$ cat config.mk
export PLATFORM = sky130hd
export DESIGN_NAME = input_route_unit_flat
export DESIGN_NICKNAME = d
export VERILOG_FILES = /design/src/rtl/input_route_unit_pkg.sv /design/src/rtl/input_route_unit_if.sv /design/src/rtl/input_route_unit_flit_fifo.sv /design/src/rtl/input_route_unit.sv /design/src/flat_wrapper.sv
export SDC_FILE = /design/constraint.sdc
export NUM_CORES = 1
export LEC_CHECK = 0
export BUFFER_PORTS_ARGS = -buffer_cell sky130_fd_sc_hd__buf_2
export CAP_MARGIN = 15
export CORE_ASPECT_RATIO = 0.9
export CORE_MARGIN = 4
export CORE_UTILIZATION = 25
export CTS_BUF_LIST = sky130_fd_sc_hd__clkbuf_16
export CTS_CLUSTER_SIZE = 40
export DETAILED_ROUTE_END_ITERATION = 16
export PLACE_DENSITY = 0.51
export SLEW_MARGIN = 40
export SYNTH_ARGS = -nofsm -noshare
export SYNTH_HDL_FRONTEND = slang
export SYNTH_SLANG_ARGS = --single-unit
$ cat constraint.sdc
create_clock -name clk -period 3 [get_ports clk]
set_clock_uncertainty 0.2 [all_clocks]
set_input_delay 0.15 -clock clk [delete_from_list [all_inputs] [get_ports clk]]
set_output_delay 0.15 -clock clk [all_outputs]
set_load 0.02 [all_outputs]
$ cat src/rtl/input_route_unit_pkg.sv
// Shared definitions for the router input unit: flit type codes, output
// port indices, FSM states and the XY route helper.
package input_route_unit_pkg;

  typedef enum logic [1:0] {
    FLIT_BODY   = 2'b00,
    FLIT_HEAD   = 2'b01,
    FLIT_TAIL   = 2'b10,
    FLIT_SINGLE = 2'b11
  } flitType_e;

  localparam logic [1:0] LOCAL = 2'd0;
  localparam logic [1:0] XPORT = 2'd1;
  localparam logic [1:0] YPORT = 2'd2;

  typedef enum logic [1:0] {
    IDLE    = 2'd0,
    REQUEST = 2'd1,
    FORWARD = 2'd2
  } iruState_e;

  // X is resolved first, then Y; port 3 is never produced.
  function automatic logic [1:0] xyRoute(input logic destX, input logic destY,
                                         input int localX, input int localY);
    logic [1:0] port;
    port = LOCAL;
    if (int'(destX) != localX) begin
      port = XPORT;
    end else if (int'(destY) != localY) begin
      port = YPORT;
    end
    return port;
  endfunction

endpackage

$ cat src/rtl/input_route_unit_if.sv
// Link/switch-control bundle of the input route unit; slave is the unit
// side, master is the surrounding router/testbench side.
interface input_route_unit_if
  import input_route_unit_pkg::*;
#(
  parameter int DATA_WIDTH    = 8,
  parameter int REQUEST_WIDTH = 2
) ();

  logic [DATA_WIDTH-1:0]    flitIn;
  logic                     flitInValid;
  logic                     flitInReady;
  logic                     routeReserveRequestValid;
  logic [REQUEST_WIDTH-1:0] routeReserveRequest;
  logic                     routeReserveStatus;
  logic                     routeRelieve;
  logic [DATA_WIDTH-1:0]    flitOut;
  logic                     flitOutValid;
  logic                     flitOutReady;
  logic                     protocolError;

  modport slave (
    input  flitIn, flitInValid, routeReserveStatus, flitOutReady,
    output flitInReady, routeReserveRequestValid, routeReserveRequest,
           routeRelieve, flitOut, flitOutValid, protocolError
  );

  modport master (
    output flitIn, flitInValid, routeReserveStatus, flitOutReady,
    input  flitInReady, routeReserveRequestValid, routeReserveRequest,
           routeRelieve, flitOut, flitOutValid, protocolError
  );

endinterface

$ cat src/rtl/input_route_unit_flit_fifo.sv
// Input flit buffer: wrap-around pointers plus occupancy count, front entry
// visible combinationally so the FSM can inspect the head flit.
module flit_fifo #(
  parameter int DATA_WIDTH = 8,
  parameter int FIFO_DEPTH = 4
) (
  input  logic                  clk,
  input  logic                  rst,
  input  logic [DATA_WIDTH-1:0] wrData,
  input  logic                  wrEn,
  input  logic                  rdEn,
  output logic [DATA_WIDTH-1:0] rdData,
  output logic                  full,
  output logic                  empty
);

  localparam int PTR_W = (FIFO_DEPTH > 1) ? $clog2(FIFO_DEPTH) : 1;
  localparam int CNT_W = $clog2(FIFO_DEPTH + 1);

  logic [DATA_WIDTH-1:0] mem [FIFO_DEPTH];
  logic [PTR_W-1:0]      wrPtrReg;
  logic [PTR_W-1:0]      rdPtrReg;
  logic [CNT_W-1:0]      countReg;
  logic                  wrAccept;
  logic                  rdAccept;

  assign full     = (countReg == CNT_W'(FIFO_DEPTH));
  assign empty    = (countReg == '0);
  assign wrAccept = wrEn && !full;
  assign rdAccept = rdEn && !empty;
  assign rdData   = mem[rdPtrReg];

  genvar gi;
  generate
    for (gi = 0; gi < FIFO_DEPTH; gi++) begin : g_entry
      always_ff @(posedge clk) begin
        if (wrAccept && (wrPtrReg == PTR_W'(gi))) begin
          mem[gi] <= wrData;
        end
      end
    end
  endgenerate

  // Depth is a power of two, so the pointers wrap by plain overflow.
  always_ff @(posedge clk or negedge rst) begin
    if (!rst) begin
      wrPtrReg <= '0;
      rdPtrReg <= '0;
      countReg <= '0;
    end else begin
      if (wrAccept) begin
        wrPtrReg <= wrPtrReg + PTR_W'(1);
      end
      if (rdAccept) begin
        rdPtrReg <= rdPtrReg + PTR_W'(1);
      end
      case ({wrAccept, rdAccept})
        2'b10:   countReg <= countReg + CNT_W'(1);
        2'b01:   countReg <= countReg - CNT_W'(1);
        default: countReg <= countReg;
      endcase
    end
  end

endmodule

$ cat src/rtl/input_route_unit.sv
// Router input unit: buffers flits, XY-routes each head, holds the path
// reservation until the tail leaves. Define IRU_PKT_COUNT_EN to add pktCount.
module input_route_unit
  import input_route_unit_pkg::*;
#(
  parameter int DATA_WIDTH    = 8,
  parameter int FIFO_DEPTH    = 4,
  parameter int REQUEST_WIDTH = 2,
  parameter int LOCAL_X       = 0,
  parameter int LOCAL_Y       = 0
) (
  input  logic                clk,
  input  logic                rst,
  input_route_unit_if.slave   bus
`ifdef IRU_PKT_COUNT_EN
  ,
  output logic [15:0]         pktCount
`endif
);

  logic [DATA_WIDTH-1:0]    frontFlit;
  logic                     fifoFull;
  logic                     fifoEmpty;
  logic                     fifoPop;
  flitType_e                frontType;
  logic                     frontIsHead;
  logic                     frontIsTail;
  logic                     transfer;
  logic                     relieve;
  logic                     drop;
  logic [1:0]               routePort;
  iruState_e                stateReg;
  logic                     reqValidReg;
  logic [REQUEST_WIDTH-1:0] reqPortReg;
  logic                     protocolErrorReg;

  flit_fifo #(
    .DATA_WIDTH(DATA_WIDTH),
    .FIFO_DEPTH(FIFO_DEPTH)
  ) u_fifo (
    .clk   (clk),
    .rst   (rst),
    .wrData(bus.flitIn),
    .wrEn  (bus.flitInValid),
    .rdEn  (fifoPop),
    .rdData(frontFlit),
    .full  (fifoFull),
    .empty (fifoEmpty)
  );

  assign frontType   = flitType_e'(frontFlit[DATA_WIDTH-1 -: 2]);
  assign frontIsHead = (frontType == FLIT_HEAD) || (frontType == FLIT_SINGLE);
  assign frontIsTail = (frontType == FLIT_TAIL) || (frontType == FLIT_SINGLE);
  assign routePort   = xyRoute(frontFlit[0], frontFlit[1], LOCAL_X, LOCAL_Y);

  assign bus.flitOutValid = (stateReg == FORWARD) && !fifoEmpty;
  assign transfer         = bus.flitOutValid && bus.flitOutReady;
  assign relieve          = transfer && frontIsTail;
  // Anything other than a head reaching the front while idle is discarded.
  assign drop             = (stateReg == IDLE) && !fifoEmpty && !frontIsHead;
  assign fifoPop          = transfer || drop;

  assign bus.flitInReady              = !fifoFull;
  assign bus.flitOut                  = frontFlit;
  assign bus.routeRelieve             = relieve;
  assign bus.routeReserveRequestValid = reqValidReg;
  assign bus.routeReserveRequest      = reqPortReg;
  assign bus.protocolError            = protocolErrorReg;

  // The request is raised one cycle after REQUEST is entered; a grant only
  // counts once the request is actually visible to switch control.
  always_ff @(posedge clk or negedge rst) begin
    if (!rst) begin
      stateReg         <= IDLE;
      reqValidReg      <= 1'b0;
      reqPortReg       <= '0;
      protocolErrorReg <= 1'b0;
    end else begin
      if (drop) begin
        protocolErrorReg <= 1'b1;
      end
      case (stateReg)
        IDLE: begin
          if (!fifoEmpty && frontIsHead) begin
            stateReg   <= REQUEST;
            reqPortReg <= REQUEST_WIDTH'(routePort);
          end
        end
        REQUEST: begin
          if (!reqValidReg) begin
            reqValidReg <= 1'b1;
          end else if (bus.routeReserveStatus) begin
            stateReg <= FORWARD;
          end
        end
        FORWARD: begin
          if (relieve) begin
            stateReg    <= IDLE;
            reqValidReg <= 1'b0;
          end
        end
        default: begin
          stateReg    <= IDLE;
          reqValidReg <= 1'b0;
        end
      endcase
    end
  end

`ifdef IRU_PKT_COUNT_EN
  always_ff @(posedge clk or negedge rst) begin
    if (!rst) begin
      pktCount <= 16'd0;
    end else if (relieve) begin
      pktCount <= pktCount + 16'd1;
    end
  end
`endif

endmodule
$ cat src/flat_wrapper.sv
// flat-port wrapper written by rule: the top's interface ports become plain ports
module input_route_unit_flat import input_route_unit_pkg::*;
#(
  parameter int DATA_WIDTH    = 8,
  parameter int FIFO_DEPTH    = 4,
  parameter int REQUEST_WIDTH = 2,
  parameter int LOCAL_X       = 0,
  parameter int LOCAL_Y       = 0
)
  (clk, rst, bus_flitIn, bus_flitInValid, bus_routeReserveStatus, bus_flitOutReady, bus_flitInReady, bus_routeReserveRequestValid, bus_routeReserveRequest, bus_routeRelieve, bus_flitOut, bus_flitOutValid, bus_protocolError);
  input_route_unit_if #(.DATA_WIDTH(DATA_WIDTH), .REQUEST_WIDTH(REQUEST_WIDTH)) bus_i ();
  input  logic clk;
  input  logic rst;
  input wire logic [$bits(bus_i.flitIn)-1:0] bus_flitIn;
  input wire logic [$bits(bus_i.flitInValid)-1:0] bus_flitInValid;
  input wire logic [$bits(bus_i.routeReserveStatus)-1:0] bus_routeReserveStatus;
  input wire logic [$bits(bus_i.flitOutReady)-1:0] bus_flitOutReady;
  output wire logic [$bits(bus_i.flitInReady)-1:0] bus_flitInReady;
  output wire logic [$bits(bus_i.routeReserveRequestValid)-1:0] bus_routeReserveRequestValid;
  output wire logic [$bits(bus_i.routeReserveRequest)-1:0] bus_routeReserveRequest;
  output wire logic [$bits(bus_i.routeRelieve)-1:0] bus_routeRelieve;
  output wire logic [$bits(bus_i.flitOut)-1:0] bus_flitOut;
  output wire logic [$bits(bus_i.flitOutValid)-1:0] bus_flitOutValid;
  output wire logic [$bits(bus_i.protocolError)-1:0] bus_protocolError;
  assign bus_i.flitIn = bus_flitIn;
  assign bus_i.flitInValid = bus_flitInValid;
  assign bus_i.routeReserveStatus = bus_routeReserveStatus;
  assign bus_i.flitOutReady = bus_flitOutReady;
  assign bus_flitInReady = bus_i.flitInReady;
  assign bus_routeReserveRequestValid = bus_i.routeReserveRequestValid;
  assign bus_routeReserveRequest = bus_i.routeReserveRequest;
  assign bus_routeRelieve = bus_i.routeRelieve;
  assign bus_flitOut = bus_i.flitOut;
  assign bus_flitOutValid = bus_i.flitOutValid;
  assign bus_protocolError = bus_i.protocolError;
  input_route_unit #(.DATA_WIDTH(DATA_WIDTH), .FIFO_DEPTH(FIFO_DEPTH), .REQUEST_WIDTH(REQUEST_WIDTH), .LOCAL_X(LOCAL_X), .LOCAL_Y(LOCAL_Y)) u_core (.clk(clk), .rst(rst), .bus(bus_i));
endmodule
Word-level counts from Yosys, hierarchy flattened --
Memories as Yosys holds them, arrays and structs flattened. Cells that the tools add are included.
Word-level totals: register bits after elaboration 13, latch bits 0, memory bits (writable) 32, bits in read-only memories 0, input bits 13, output and inout port bits 15, memories kept 1
Memories:
- u_core.u_fifo.mem | depth 4, bits a word 8, rd ports 1, clocked after memory_dff 0, wr ports 1, RTL line input_route_unit_flit_fifo.sv:20 | logic [DATA_WIDTH-1:0] mem [FIFO_DEPTH];
Operators by class: $add $sub $neg 4, multiply operators 0, div/mod/pow operators 0, order comparisons 0, equality and inequality tests 15, shift-type cells 0, mux-type cells 27, bitwise operators 1, reduce and logical (&&, ||, !) cells 28
Operators by type and width (count):
- 8-bit two-way mux | 3
- 8-bit OR reduction | 3
- 2-bit two-way mux | 9
- 2-bit == test, second input constant | 6
- 1-bit logical AND | 12
- 1-bit two-way mux | 12
- 2-bit by 1-bit == test with 1-bit output, second input constant | 4
- 2-bit != test, second input constant | 3
- 2-bit one-hot mux with 3 select lines | 1
- 3-bit one-hot mux with 2 select lines | 1
- 2-bit by 1-bit adder with 2-bit output, second input constant | 2
- 2-bit logical NOT | 2
- 2-bit AND reduction | 2
- 4-bit AND reduction | 1
- 3-bit by 1-bit adder with 3-bit output, second input constant | 1
- 3-bit == test, second input constant | 1
- 1-bit logical NOT | 3
- 3-bit logical NOT | 1
- 1-bit logical OR | 3
- 1-bit one-hot mux with 3 select lines | 1
- 3-bit by 1-bit subtractor with 3-bit output, second input constant | 1
- 2-bit by 1-bit != test with 1-bit output, second input constant | 1
- 2-bit nonzero test | 1
- 1-bit inverter | 1

Logic depth before layout (Yosys ltp) --
Gate-level depths: netlist (run 1).
depth after elaboration 10, mapped depth 10

Hierarchy --
Synthesis (run 1) repeated with hierarchy kept, for this count alone.
Unflattened totals: cell total of the unflattened synthesis 108, area, all modules 1924.3 µm²
Modules (own cells, without submodules):
- flit_fifo | times used 1, cells an instance 79, area each 1592.8 µm²
- input_route_unit | times used 1, cells an instance 29, area each 331.6 µm²

Worst setup path after synthesis (run 1) --
Ideal clock, no wire load.
path kind reg2reg, start point reg u_core.u_fifo.rdPtrReg[0], end point reg u_core.u_fifo.countReg[2], setup time 0.079 ns, arrival 2.556 ns, data required time 2.721 ns, slack 0.165 ns, cell stages (with the launch flop) 10, path buffers 1, clock period less this slack 2.835 ns, path through dfrtp_1 buf_6 mux4_2 a2111oi_4 ha_1 inv_1 fa_1 xor2_1 nor2_1 xor2_1
On the way: longest elaborated chain between the ends 9
RTL lines:
- from (decl) | RTL line input_route_unit_flit_fifo.sv:22 | logic [PTR_W-1:0] rdPtrReg;
- from (signal assigned) | RTL line input_route_unit_flit_fifo.sv:55 | rdPtrReg <= rdPtrReg + PTR_W'(1);
- memory 4 x 8 bit (*)
- named net bus_flitOut[6] | RTL line flat_wrapper.sv:22 | output wire logic [$bits(bus_i.flitOut)-1:0] bus_flitOut;
- 2-bit by 1-bit == test with 1-bit output or 2-bit == test (tied branches) | RTL line input_route_unit.sv:52 | assign frontIsHead = (frontType == FLIT_HEAD) || (frontType == FLIT_SINGLE);
- 1-bit logical OR (*) | RTL line input_route_unit.sv:52
- 1-bit logical NOT (*) | RTL line input_route_unit.sv:60 | assign drop = (stateReg == IDLE) && !fifoEmpty && !frontIsHead;
- 1-bit logical AND (*) | RTL line input_route_unit.sv:60
- 1-bit logical OR (*) | RTL line input_route_unit.sv:61 | assign fifoPop = transfer || drop;
- 1-bit logical AND (*) | RTL line input_route_unit_flit_fifo.sv:30 | assign rdAccept = rdEn && !empty;
- named net u_core.u_fifo.rdAccept | RTL line input_route_unit_flit_fifo.sv:25 | logic rdAccept;
- 2-bit by 1-bit == test with 1-bit output or 2-bit == test (tied branches) | RTL line input_route_unit_flit_fifo.sv:57 | case ({wrAccept, rdAccept})
- 3-bit one-hot mux with 2 select lines or 2-bit nonzero test (tied branches)
- to (signal assigned) | RTL line input_route_unit_flit_fifo.sv:58 | 2'b10: countReg <= countReg + CNT_W'(1);
- to (signal assigned) | RTL line input_route_unit_flit_fifo.sv:59 | 2'b01: countReg <= countReg - CNT_W'(1);
- to (signal assigned) | RTL line input_route_unit_flit_fifo.sv:60 | default: countReg <= countReg;
- to (decl) | RTL line input_route_unit_flit_fifo.sv:23 | logic [CNT_W-1:0] countReg;
Mark *: on every way through the listed nets, which the timed path passes. The rest lies on a longest branch. A chain may end at the register's enable or synchronous reset.

Worst setup path after layout (run 1) --
start point reg u_core.u_fifo.rdPtrReg[0], end point reg u_core.u_fifo.countReg[2]
On the way: longest elaborated chain between the ends 9
RTL lines (RTL line):
- memory 4 x 8 bit (*)
- 2-bit by 1-bit == test with 1-bit output or 2-bit == test (tied branches) | input_route_unit.sv:52
- 1-bit logical OR (*) | input_route_unit.sv:52
- 1-bit logical NOT (*) | input_route_unit.sv:60
- 1-bit logical AND (*) | input_route_unit.sv:60
- 1-bit logical OR (*) | input_route_unit.sv:61
- 1-bit logical AND (*) | input_route_unit_flit_fifo.sv:30
- named net u_core.u_fifo.rdAccept | input_route_unit_flit_fifo.sv:25
- 2-bit by 1-bit == test with 1-bit output or 2-bit == test (tied branches) | input_route_unit_flit_fifo.sv:57
- 3-bit one-hot mux with 2 select lines or 2-bit nonzero test (tied branches)
Marks and branches as above.

==> results of run 1 <==
## state kept, by name, summed over array words and instances (netlist names)
| signal | cells |
|---|---|
| u_core.bus.protocolError | 1 |
| u_core.bus.routeReserveRequest | 2 |
| u_core.bus.routeReserveRequestValid | 1 |
| u_core.stateReg | 2 |
| u_core.u_fifo.countReg | 3 |
| u_core.u_fifo.mem | 32 |
| u_core.u_fifo.rdPtrReg | 2 |
| u_core.u_fifo.wrPtrReg | 2 |
## synth_stat cells
cell / n / share of area
a21oi_1: 1 / 0.0026
buf_6: 1 / 0.0060
dfrtp_1: 13 / 0.17
nor3_1: 2 / 0.0053
mux4_1: 7 / 0.097
nand2_1: 4 / 0.0080
nor2b_1: 2 / 0.0066
edfxtp_1: 32 / 0.51
o22ai_1: 1 / 0.0033
xor2_1: 3 / 0.014
buf_4: 1 / 0.0040
a22oi_1: 1 / 0.0040
and2_1: 1 / 0.0033
ha_1: 5 / 0.033
clkbuf_1: 1 / 0.0020
inv_1: 8 / 0.016
nand3_1: 2 / 0.0053
a2111oi_4: 1 / 0.015
xnor2_1: 3 / 0.014
o21bai_1: 1 / 0.0040
and3_1: 5 / 0.017
mux2_2: 3 / 0.018
fa_1: 1 / 0.011
mux4_2: 1 / 0.012
o41ai_1: 1 / 0.0046
nor2_1: 4 / 0.0080
mux2i_1: 1 / 0.0053
## area by class of cell
cell class / count / share of cell area
Clock buffer: 5 / 0.0527
Clock inverter: 3 / 0.00527
Inverter: 8 / 0.0126
Multi-Input combinational cell: 50 / 0.231
Sequential cell: 45 / 0.541
Tap cell: 93 / 0.0490
Timing Repair Buffer: 40 / 0.108
## per-layer routing
layer  track usage  up-vias  wire, um
li1              -      489         -
met4        0.0341        0        27
met1        0.0894      522      1350
met5             0        -         0
met2         0.133       15      1760
met3        0.0278        3       132
## critical path, delay by kind of cell, from the launching register on
kind	cells	cell delay, ns
AOI/OAI and AO/OA	1	0.45
DFF	1	0.36
buffers and inverters	1	0.06
adders and majority gates	2	0.63
and+or+nand+nor	1	0.11
xor gates and xnor gates	2	0.30
muxes	1	0.58
## cell families after synthesis
kind of cell | Yosys count | share of synthesized area
AND/OR/NAND/NOR | 20 | 0.0530
adder cells (fa/ha/maj) | 6 | 0.0438
flip-flops | 45 | 0.682
XOR/XNOR | 6 | 0.0279
multiplexers | 12 | 0.133
AO/OA/AOI/OAI | 6 | 0.0332
buffers and inverters | 11 | 0.0279
## power by group
part | switching (mW) | internal, mW | leakage, nW
sequential | 0.0851 | 0.850 | 0.444
clock | 0.200 | 0.300 | 0.0687
combinational | 0.524 | 0.402 | 0.439
## path summary, 6_finish.rpt
kind,cells past startpoint,start,to
max reg2reg,8,u_core.u_fifo.rdPtrReg[0],u_core.u_fifo.countReg[2]
min,2,rst,u_core.u_fifo.wrPtrReg[0]
min reg2reg,2,u_core.bus.protocolError,u_core.bus.protocolError
min in group clk,4,bus_flitOutReady,u_core.bus.routeReserveRequestValid
max,8,u_core.u_fifo.rdPtrReg[0],u_core.u_fifo.countReg[2]
max in group asynchronous,2,rst,u_core.u_fifo.rdPtrReg[1]
## timing repair
| item | in CTS | in global routing |
|---|---|---|
| endpoints found under the hold margin | 46 | 0 |
| hold buffers | 10 | 0 |
| resized for setup | 0 | 0 |
## cells in the final DEF (no fill, tap or decap), drive strengths merged, types with 3 or more instances in the layout
| cell type | count |
|---|---|
| inv | 8 |
| mux2 | 3 |
| dfrtp | 13 |
| nor2 | 4 |
| nand2 | 4 |
| clkbuf | 5 |
| mux4 | 8 |
| xor2 | 3 |
| buf | 30 |
| edfxtp | 32 |
| dlygate4sd3 | 10 |
| clkinv | 3 |
| and3 | 5 |
| xnor2 | 3 |
| ha | 5 |
## per-stage QoR
stage               area, sq um  instances  total power [mW]
finish                     2380        244              2.36
global route               2380        244              2.53
CTS                        2380        244              2.41
detailed placement         2140        226              1.89
global placement           2140        226              1.85
floorplan                  1890        106              1.62
==> results by group, run 1 <==
Power and ir drop
  • P per Cell Area: 994 mW/mm^2
  • P_leak: 0.952 nW
  • Maximum vdd drop: 392 uV

Critical path
  • Register-to-register setup slack: 0.23 ns
  • Worst path slowest cell: mux4_2
  • Crit. End Element: flop
  • Worst path most repeated cell: xor2_1
  • Critical path startpoint category: flop
  • Required @ worst endpoint: 3.00 ns
  • Max incr delay on CP: 0.58 ns
  • CP max FO: 5
  • Crit-path cells: mux4_2, a2111oi_4, ha_1, inv_1, fa_1, xor2_1, nor2_1, xor2_1
  • Critical Path AT: 2.78 ns
  • Worst Setup Path Type: reg2reg

Global route
  • Vias in the first global route: 1130
  • Global-route wire length before repair: 5.44 mm
  • GRT overflow: 0
  • Largest net degree at the start of global routing: 14
  • Total GRT Usage: 0.0788
  • Antenna violations before repair: 0

STA
  • Unrepaired setup endpoints after global routing: false
  • Worst Max-Slew Pin Slew: 0.472 ns
  • Tcrit/Tclk final: 0.925
  • Final setup TNS: 0 ns
  • Fin crit period: 2.77 ns
  • Final setup viols: 0
  • Worst relative slew slack: 0.685
  • Fin. Hold Viols: 0
  • Max Clock Freq: 0.360 GHz
  • Final Max Tran Viols: 0
  • Final worst slack: 0.226 ns
  • Final hold slack: 0.0849 ns

Flow run
  • Max-cap violations: 0

Layout
  • Final Core Density: 0.331
  • Final nets: 169
  • Register area: 0.00129 sq mm
  • Share of layout cells above drive strength 1: 0.272
  • Fill cell count: 710
  • Ant. Diodes: 0
  • Area occupied by multi-input gates: 548 sq um
  • Area Overhead vs Synth: 25.9%

Place
  • GPL Wtd Cong: 0.707
  • Pre-CTS setup slack: 0.200 ns
  • HPWL Detailed: 2.40 mm
  • I/O Buffers: 27

Route
  • Vias per inst: 4.22
  • Post-route antenna net violation count: 0
  • Wire per inst: 13.4 um
  • Drc violations: 0
  • Iteration-0 DRC Markers: 47
  • Via count: 1029
  • Detailed-router iteration count before antenna repair: 4
  • Total wire length: 3.26 mm

Yosys
  • Netlist cell types: 27
  • Syn_nets: 125
  • Mapped cell area: 0.00189 sq mm
  • Avg Cell Area, Syn: 17.8 sq um
  • YS warnings: 0
  • Sequential fraction of the synthesis area: 0.682
  • Syn Inst Count: 106
  • Flops & latches, synth: 45

Clock tree
  • CTS sink count: 45
  • CTS tree: done
  • Post-CTS setup buffer count: 0
  • H-tree depth: 2
  • Cts bufs inserted: 5
  • CTS Root Cell: clkbuf_16
  • Clk buf depth: 2
  • Clock latency at the later pin of the worst-skew pair: 0.28 ns
  • Clock transition at path regs: 0.06 ns

Floorplan
  • Die outline width: 99.6 um
  • Die Ht: 90.4 um
  • Core box area: 0.00718 sq mm
  • Std-Cell Rows: 29
  • Io pins: 28
  • Die ar.: 0.00900 sq mm
  • Initial Utilization: 0.263

Worst hold path
  • HP Class: in2async

Outcome
  • Status: complete, no violations
Note: power is estimated with default switching activity, not from simulation.
==> run 2: changes to the inputs <==
- ABC_AREA: default -> 1
==> results by group, run 2 <==
Floorplan
  • Initial Utilization: 0.260 (-0.00233)
  • Die ar.: 0.00947 sq mm (+5.2%)
  • Io pins: 28 (unchanged)
  • Die Ht: 92.7 um (+2.5%)
  • Die outline width: 102 um (+2.6%)
  • Std-Cell Rows: 30 (+3.4%)
  • Core box area: 0.00766 sq mm (+6.6%)

Yosys
  • YS warnings: 0 (unchanged)
  • Sequential fraction of the synthesis area: 0.645 (-0.0364)
  • Post-synth EDFFs: 32 (unchanged)
  • Avg Cell Area, Syn: 11.5 sq um (-35%)
  • Flops & latches, synth: 45 (unchanged)
  • Syn_nets: 192 (+54%)
  • Mapped cell area: 0.00199 sq mm (+5.6%)
  • Synth Flop Type: edfxtp_1
  • Syn Inst Count: 173 (+63%)
  • Post-synth top cells: 32 x edfxtp_1, 28 x nand2_1, 22 x inv_1
  • Synth area leaders: edfxtp_1 48%, dfrtp_1 16%, nand2_1 5.3%
  • Leading area contributor after synthesis: edfxtp_1
  • Top-count cell post-synth: edfxtp_1
  • Yosys top cell area share: 0.482 (-0.0272)
  • FFs w/ async S/R, synth: 0.289 (unchanged)
  • Netlist cell types: 27 (unchanged)

Clock tree
  • Post-cts resize count: 0 (unchanged)
  • CTS sink count: 45 (unchanged)
  • Post-CTS setup buffer count: 0 (unchanged)
  • Clock latency at the later pin of the worst-skew pair: 0.28 ns (about the same)
  • Cts bufs inserted: 5 (unchanged)
  • Clock transition at path regs: 0.06 ns (about the same)
  • CTS tree: done
  • CTS Root Cell: clkbuf_16
  • Clk buf depth: 2 (unchanged)
  • H-tree depth: 2 (unchanged)

Global route
  • M2 GR Usage: 0.141 (+0.00758)
  • GR Util met3: 0.0196 (-0.00822)
  • Vias in the first global route: 1254 (+11%)
  • Largest net degree at the start of global routing: 18 (+4)
  • GRT met1 Usage: 0.107 (+0.0177)
  • Global route hottest layer: met2
  • Global-route wire length before repair: 6.15 mm (+13%)
  • Antenna violations before repair: 0 (unchanged)
  • GRT overflow: 0 (unchanged)
  • Total GRT Usage: 0.0851 (+0.00628)

Route
  • Iteration-0 DRC Markers: 29 (-38%)
  • Total wire length: 3.83 mm (+17%)
  • Post-route antenna net violation count: 0 (unchanged)
  • Drc violations: 0 (unchanged)
  • Vias per inst: 4.12 (-2.4%)
  • Detailed-router iteration count before antenna repair: 4 (unchanged)
  • Wire per inst: 12.3 um (-8.1%)
  • Via count: 1284 (+25%)

Critical path
  • CP max FO: 10 (+5)
  • Required @ worst endpoint: 2.95 ns (-0.05 ns)
  • R2R Path Start: u_core.u_fifo.rdPtrReg[1]
  • Register-to-Register Path Depth: 11 (+3)
  • Critical path startpoint category: flop
  • Register-to-register setup slack: 0.59 ns (+0.37 ns)
  • Worst Setup Path Type: reg2reg
  • Worst R2R End: u_core.u_fifo.countReg[2]
  • Crit. End Element: flop
  • Critical Path AT: 2.36 ns (-0.42 ns)

Worst hold path
  • Hold depth: 3
  • Hold wc startpoint: bus_flitInValid
  • Hold endpoint: u_core.u_fifo.wrPtrReg[0]
  • HP Class: in2reg

Layout
  • Largest registers: u_core.u_fifo.mem (32), u_core.u_fifo.countReg (3)
  • Share of layout cells above drive strength 1: 0.259 (-0.0123)
  • Ant. Diodes: 0 (unchanged)
  • Final nets: 234 (+38%)
  • Largest register FFs: 32 (unchanged)
  • Top reg by flops: u_core.u_fifo.mem
  • Finished Cell Area: 0.00248 sq mm (+4.5%)
  • Area Overhead vs Synth: 24.6%
  • Final Core Density: 0.324 (-0.00637)
  • Most common library cell in the layout ignoring fill and taps: edfxtp_1
  • Most frequent cells in the layout: 32 x edfxtp_1, 28 x nand2_1, 27 x buf_2

STA
  • Worst Max-Slew Pin Slew: 0.757 ns (+0.285 ns)
  • Max Clock Freq: 0.416 GHz (+15%)
  • Final setup viols: 0 (unchanged)
  • Final setup TNS: 0 ns (unchanged)
  • Fin crit period: 2.41 ns (-0.367 ns)
  • Worst relative slew slack: 0.493 (-0.192)
  • Tcrit/Tclk final: 0.802 (-0.122)
  • Unrepaired setup endpoints after global routing: false
  • Final Max Tran Viols: 0 (unchanged)
  • Final hold slack: 0.0601 ns (-0.0248 ns)
  • Fin. Hold Viols: 0 (unchanged)

Place
  • I/O Buffers: 27 (unchanged)
  • GPL Wtd Cong: 0.659 (-6.8%)
  • HPWL Detailed: 2.67 mm (+11%)
  • Area after DPL: 0.00224 sq mm (+4.6%)

Outcome
  • Status: complete, no violations

Power and ir drop
  • P per Cell Area: 1040 mW/mm^2 (+4.6%)
  • P_leak: 1.06 nW (+11%)
  • Maximum vdd drop: 277 uV (-29%)

Flow run
  • Max-cap violations: 0 (unchanged)
run 2: layer usage:
metal | share of wire | vias to the layer above
li1 | - | 652
met1 | 0.46 | 600
met2 | 0.47 | 27
met3 | 0.045 | 5
met4 | 0.018 | 0
met5 | 0 | -
run 2: area by class of cell:
class	count	area, sq um
well taps	96	120
multi-input cells	98	578
fillers	787	5170
clock inverters	3	20.0
flip-flops and latches	45	1290
repair buffers	40	258
inverters	25	96.3
clock buffers	5	125
run 2: worst max-delay path: stages (launching register included):
cell and delay [ns]:
dfrtp_1 0.52, inv_4 0.17, nand3_2 0.10, nand2_2 0.09, nand3_2 0.09, nand2_4 0.11
ha_1 0.14, inv_1 0.06, fa_1 0.38, a21oi_1 0.15, o21ai_0 0.11, xor2_1 0.15
run 2: per-stage QoR:
stage	total power [mW]	setup WS, ns	cells
finish	2.58	0.593	312
global route	2.79	0.436	312
CTS	2.63	0.571	312
detailed placement	2.08	0.592	294
global placement	2.07	0.619	294
floorplan	1.78	0.823	173
run 2: power breakdown:
part	switching, mW	internal [mW]
Clock	0.224	0.308
Sequential	0.0959	0.849
Combinational	0.730	0.376
run 2: kinds of logic (layout without fill, tap and decap cells):
logic type	Yosys count	after routing	synth area share
compound gates	23	23	0.0647
xor+xnor	4	4	0.0213
fa+ha+maj	6	6	0.0414
buf+inv	30	73	0.0659
flops	45	45	0.645
simple gates	65	65	0.161
run 2: worst max path at each step:
stage                                         start                        end  slack, ns
final                     u_core.u_fifo.rdPtrReg[1]  u_core.u_fifo.countReg[2]       0.59
after global routing      u_core.u_fifo.rdPtrReg[1]  u_core.u_fifo.countReg[2]       0.44
after CTS                 u_core.u_fifo.rdPtrReg[1]  u_core.u_fifo.countReg[2]       0.57
after detailed placement  u_core.u_fifo.rdPtrReg[1]  u_core.u_fifo.countReg[2]       0.59
after global placement    u_core.u_fifo.rdPtrReg[1]  u_core.u_fifo.countReg[2]       0.62
after floorplan           u_core.u_fifo.countReg[1]  u_core.u_fifo.countReg[2]       0.82
run 2: timing repair:
item / in CTS / in global routing
hold buffers: 10 / 0
endpoints found under the setup margin: 0 / 0
hold endpoints to repair: 46 / 0
==> run 3: changes to the inputs <==
- clock period: 3 -> 2.2 ns (I/O delays scaled with it)
==> results by group, run 3 (same netlist as run 2, synthesis figures left out) <==
Critical path
  • Critical path startpoint category: flop
  • Worst Setup Path Type: reg2reg
  • Critical Path AT: 2.05 ns (-0.31 ns)
  • Critical Path Sink: u_core.u_fifo.countReg[2]
  • Worst setup startpoint: u_core.u_fifo.rdPtrReg[1]
  • Crit. End Element: flop
  • Register-to-register setup slack: 0.12 ns (-0.48 ns)
  • Worst R2R End: u_core.u_fifo.countReg[2]
  • Required @ worst endpoint: 2.16 ns (-0.79 ns)
  • R2R Path Start: u_core.u_fifo.rdPtrReg[1]
  • Register-to-Register Path Depth: 11 (unchanged)
  • CP max FO: 4 (-6)

STA
  • Fin crit period: 2.08 ns (-0.323 ns)
  • Tcrit/Tclk final: 0.947 (+0.145)
  • Final worst slack: 0.117 ns (-0.477 ns)
  • Final Max Tran Viols: 0 (unchanged)
  • Final setup viols: 0 (unchanged)
  • Final hold slack: 0.0464 ns (-0.0137 ns)
  • Worst Max-Slew Pin Slew: 0.759 ns (+0.00158 ns)
  • Max Clock Freq: 0.480 GHz (+16%)
  • Worst relative slew slack: 0.492 (-0.00106)
  • Fin. Hold Viols: 0 (unchanged)

Route
  • Via count: 1342 (+4.5%)
  • Iteration-0 DRC Markers: 39 (+34%)
  • Post-route antenna net violation count: 0 (unchanged)
  • Total wire length: 3.97 mm (+3.4%)
  • Detailed-router iteration count before antenna repair: 4 (unchanged)
  • Wire per inst: 11.9 um (-2.8%)
  • Drc violations: 0 (unchanged)
  • Vias per inst: 4.04 (-1.8%)

Power and ir drop
  • P per Cell Area: 1470 mW/mm^2 (+42%)
  • P_leak: 1.15 nW (+9.1%)
  • Net Sw Frac: 0.393 (-0.0136)
  • Power share of the combinational group: 0.487 (+0.059)
  • Sequential power share: 0.328 (-0.038)
  • Int Pwr: 2.40 mW (+56%)
  • Clock power frac: 0.186 (-0.020)
  • Maximum vdd drop: 432 uV (+56%)
  • Psw: 1.55 mW (+48%)

Clock tree
  • Clock latency at the later pin of the worst-skew pair: 0.28 ns (about the same)
  • CTS sink count: 45 (unchanged)
  • H-tree depth: 2 (unchanged)
  • CTS tree: done
  • Clock transition at path regs: 0.06 ns (about the same)
  • CTS Root Cell: clkbuf_16
  • Cts bufs inserted: 5 (unchanged)
  • Clk buf depth: 2 (unchanged)

Outcome
  • Status: complete, no violations

Global route
  • Antenna violations before repair: 0 (unchanged)
  • Global-route wire length before repair: 6.38 mm (+3.8%)
  • Largest net degree at the start of global routing: 16 (-2)
  • GRT overflow: 0 (unchanged)
  • Total GRT Usage: 0.0886 (+0.00346)
  • Vias in the first global route: 1285 (+2.5%)

Layout
  • Most common library cell in the layout ignoring fill and taps: edfxtp_1
  • Final Core Density: 0.350 (+0.0258)
  • Register area: 0.00129 sq mm (about the same)
  • Ant. Diodes: 0 (unchanged)
  • Area occupied by multi-input gates: 623 sq um (+7.8%)
  • Top reg by flops: u_core.u_fifo.mem
  • Final non-filler cell total: 332 (+6.4%)
  • Most frequent cells in the layout: 32 x edfxtp_1, 27 x nand2_1, 27 x buf_2
  • Largest registers: u_core.u_fifo.mem (32), u_core.u_fifo.countReg (3)
  • Area Overhead vs Synth: 34.5%
  • Largest register FFs: 32 (unchanged)
  • Fill cell count: 772 (-1.9%)
  • Final nets: 254 (+8.5%)
  • Share of layout cells above drive strength 1: 0.364 (+0.105)

Worst hold path
  • HP Class: in2async

Place
  • Pre-CTS setup slack: -0.0583 ns (-0.651 ns)
  • I/O Buffers: 27 (unchanged)
  • GPL Wtd Cong: 0.701 (+6.3%)
  • DP Cell Count: 306 (+4.1%)
  • HPWL Detailed: 2.85 mm (+6.7%)

Floorplan
  • Die Ht: 92.7 um (unchanged)
  • Die ar.: 0.00947 sq mm (unchanged)
  • Die outline width: 102 um (unchanged)
  • Core box area: 0.00766 sq mm (unchanged)
  • Std-Cell Rows: 30 (unchanged)
  • Initial Utilization: 0.260 (unchanged)
  • Io pins: 28 (unchanged)

Flow run
  • Max-cap violations: 0 (unchanged)
## run 3: cell types whose count changed in the layout (fill, tap and decap cells not counted), sizes merged
cell	change
buf	+20
clkinv	+1
clkinvlp	-1
## run 3: area by class of cell
type,count,area share
clock buffers,5,0.0467
clock inverters,3,0.00793
multi-input cells,98,0.232
well taps,96,0.0448
flip-flops and latches,45,0.480
repair buffers,60,0.152
inverters,25,0.0359
## run 3: per-stage QoR
step                      cell area (sq um)  power, mW  TNS (ns)
after floorplan                        1990       2.42         0
after global routing                   2680       4.25  -0.00371
final                                  2680       3.95         0
after CTS                              2580       3.79         0
after detailed placement               2330       3.02   -0.0583
after global placement                 2330       3.00         0
## run 3: how the worst min path moves through the flow
stage	cells after the start	start	end	slack (ns)
after global placement	1	rst	u_core.bus.routeReserveRequest[1]	-0.17
final	2	rst	u_core.bus.protocolError	0.05
after detailed placement	1	rst	u_core.bus.routeReserveRequestValid	-0.18
after global routing	2	rst	u_core.stateReg[1]	0.10
after CTS	2	rst	u_core.bus.protocolError	0.06
after floorplan	0	rst	u_core.bus.protocolError	-0.39
## run 3: repair_timing
item,in CTS,in global routing
hold buffers,10,0
endpoints found under the setup margin,1,1
resized for setup,3,12
hold endpoints to repair,46,0
buffers inserted,1,7
pin swaps,0,7
## run 3: power by group through the flow
stage	clock (mW)	combinational [mW]	sequential [mW]
after floorplan	0	1.14	1.28
after global placement	0	1.70	1.30
after detailed placement	0	1.72	1.30
after CTS	0.746	1.76	1.28
after global routing	0.781	2.15	1.32
final	0.733	1.92	1.29
## run 3: per-layer routing
layer  track usage  vias up  wire length [um]
met4        0.0426        0                87
met1         0.109      618              1790
met5             0        -                 0
met3        0.0226        7               198
met2         0.144       23              1890
li1              -      694                 -
## run 3: critical path, cell delays in order, from the launching register on
cell and delay (ns):
dfrtp_1 0.46, inv_4 0.08, nand3_2 0.09, nand2_2 0.10
nand3_4 0.08, nand2_4 0.09, ha_4 0.12, inv_2 0.04
fa_2 0.37, a21oi_2 0.14, o21ai_2 0.07, xor2_1 0.14
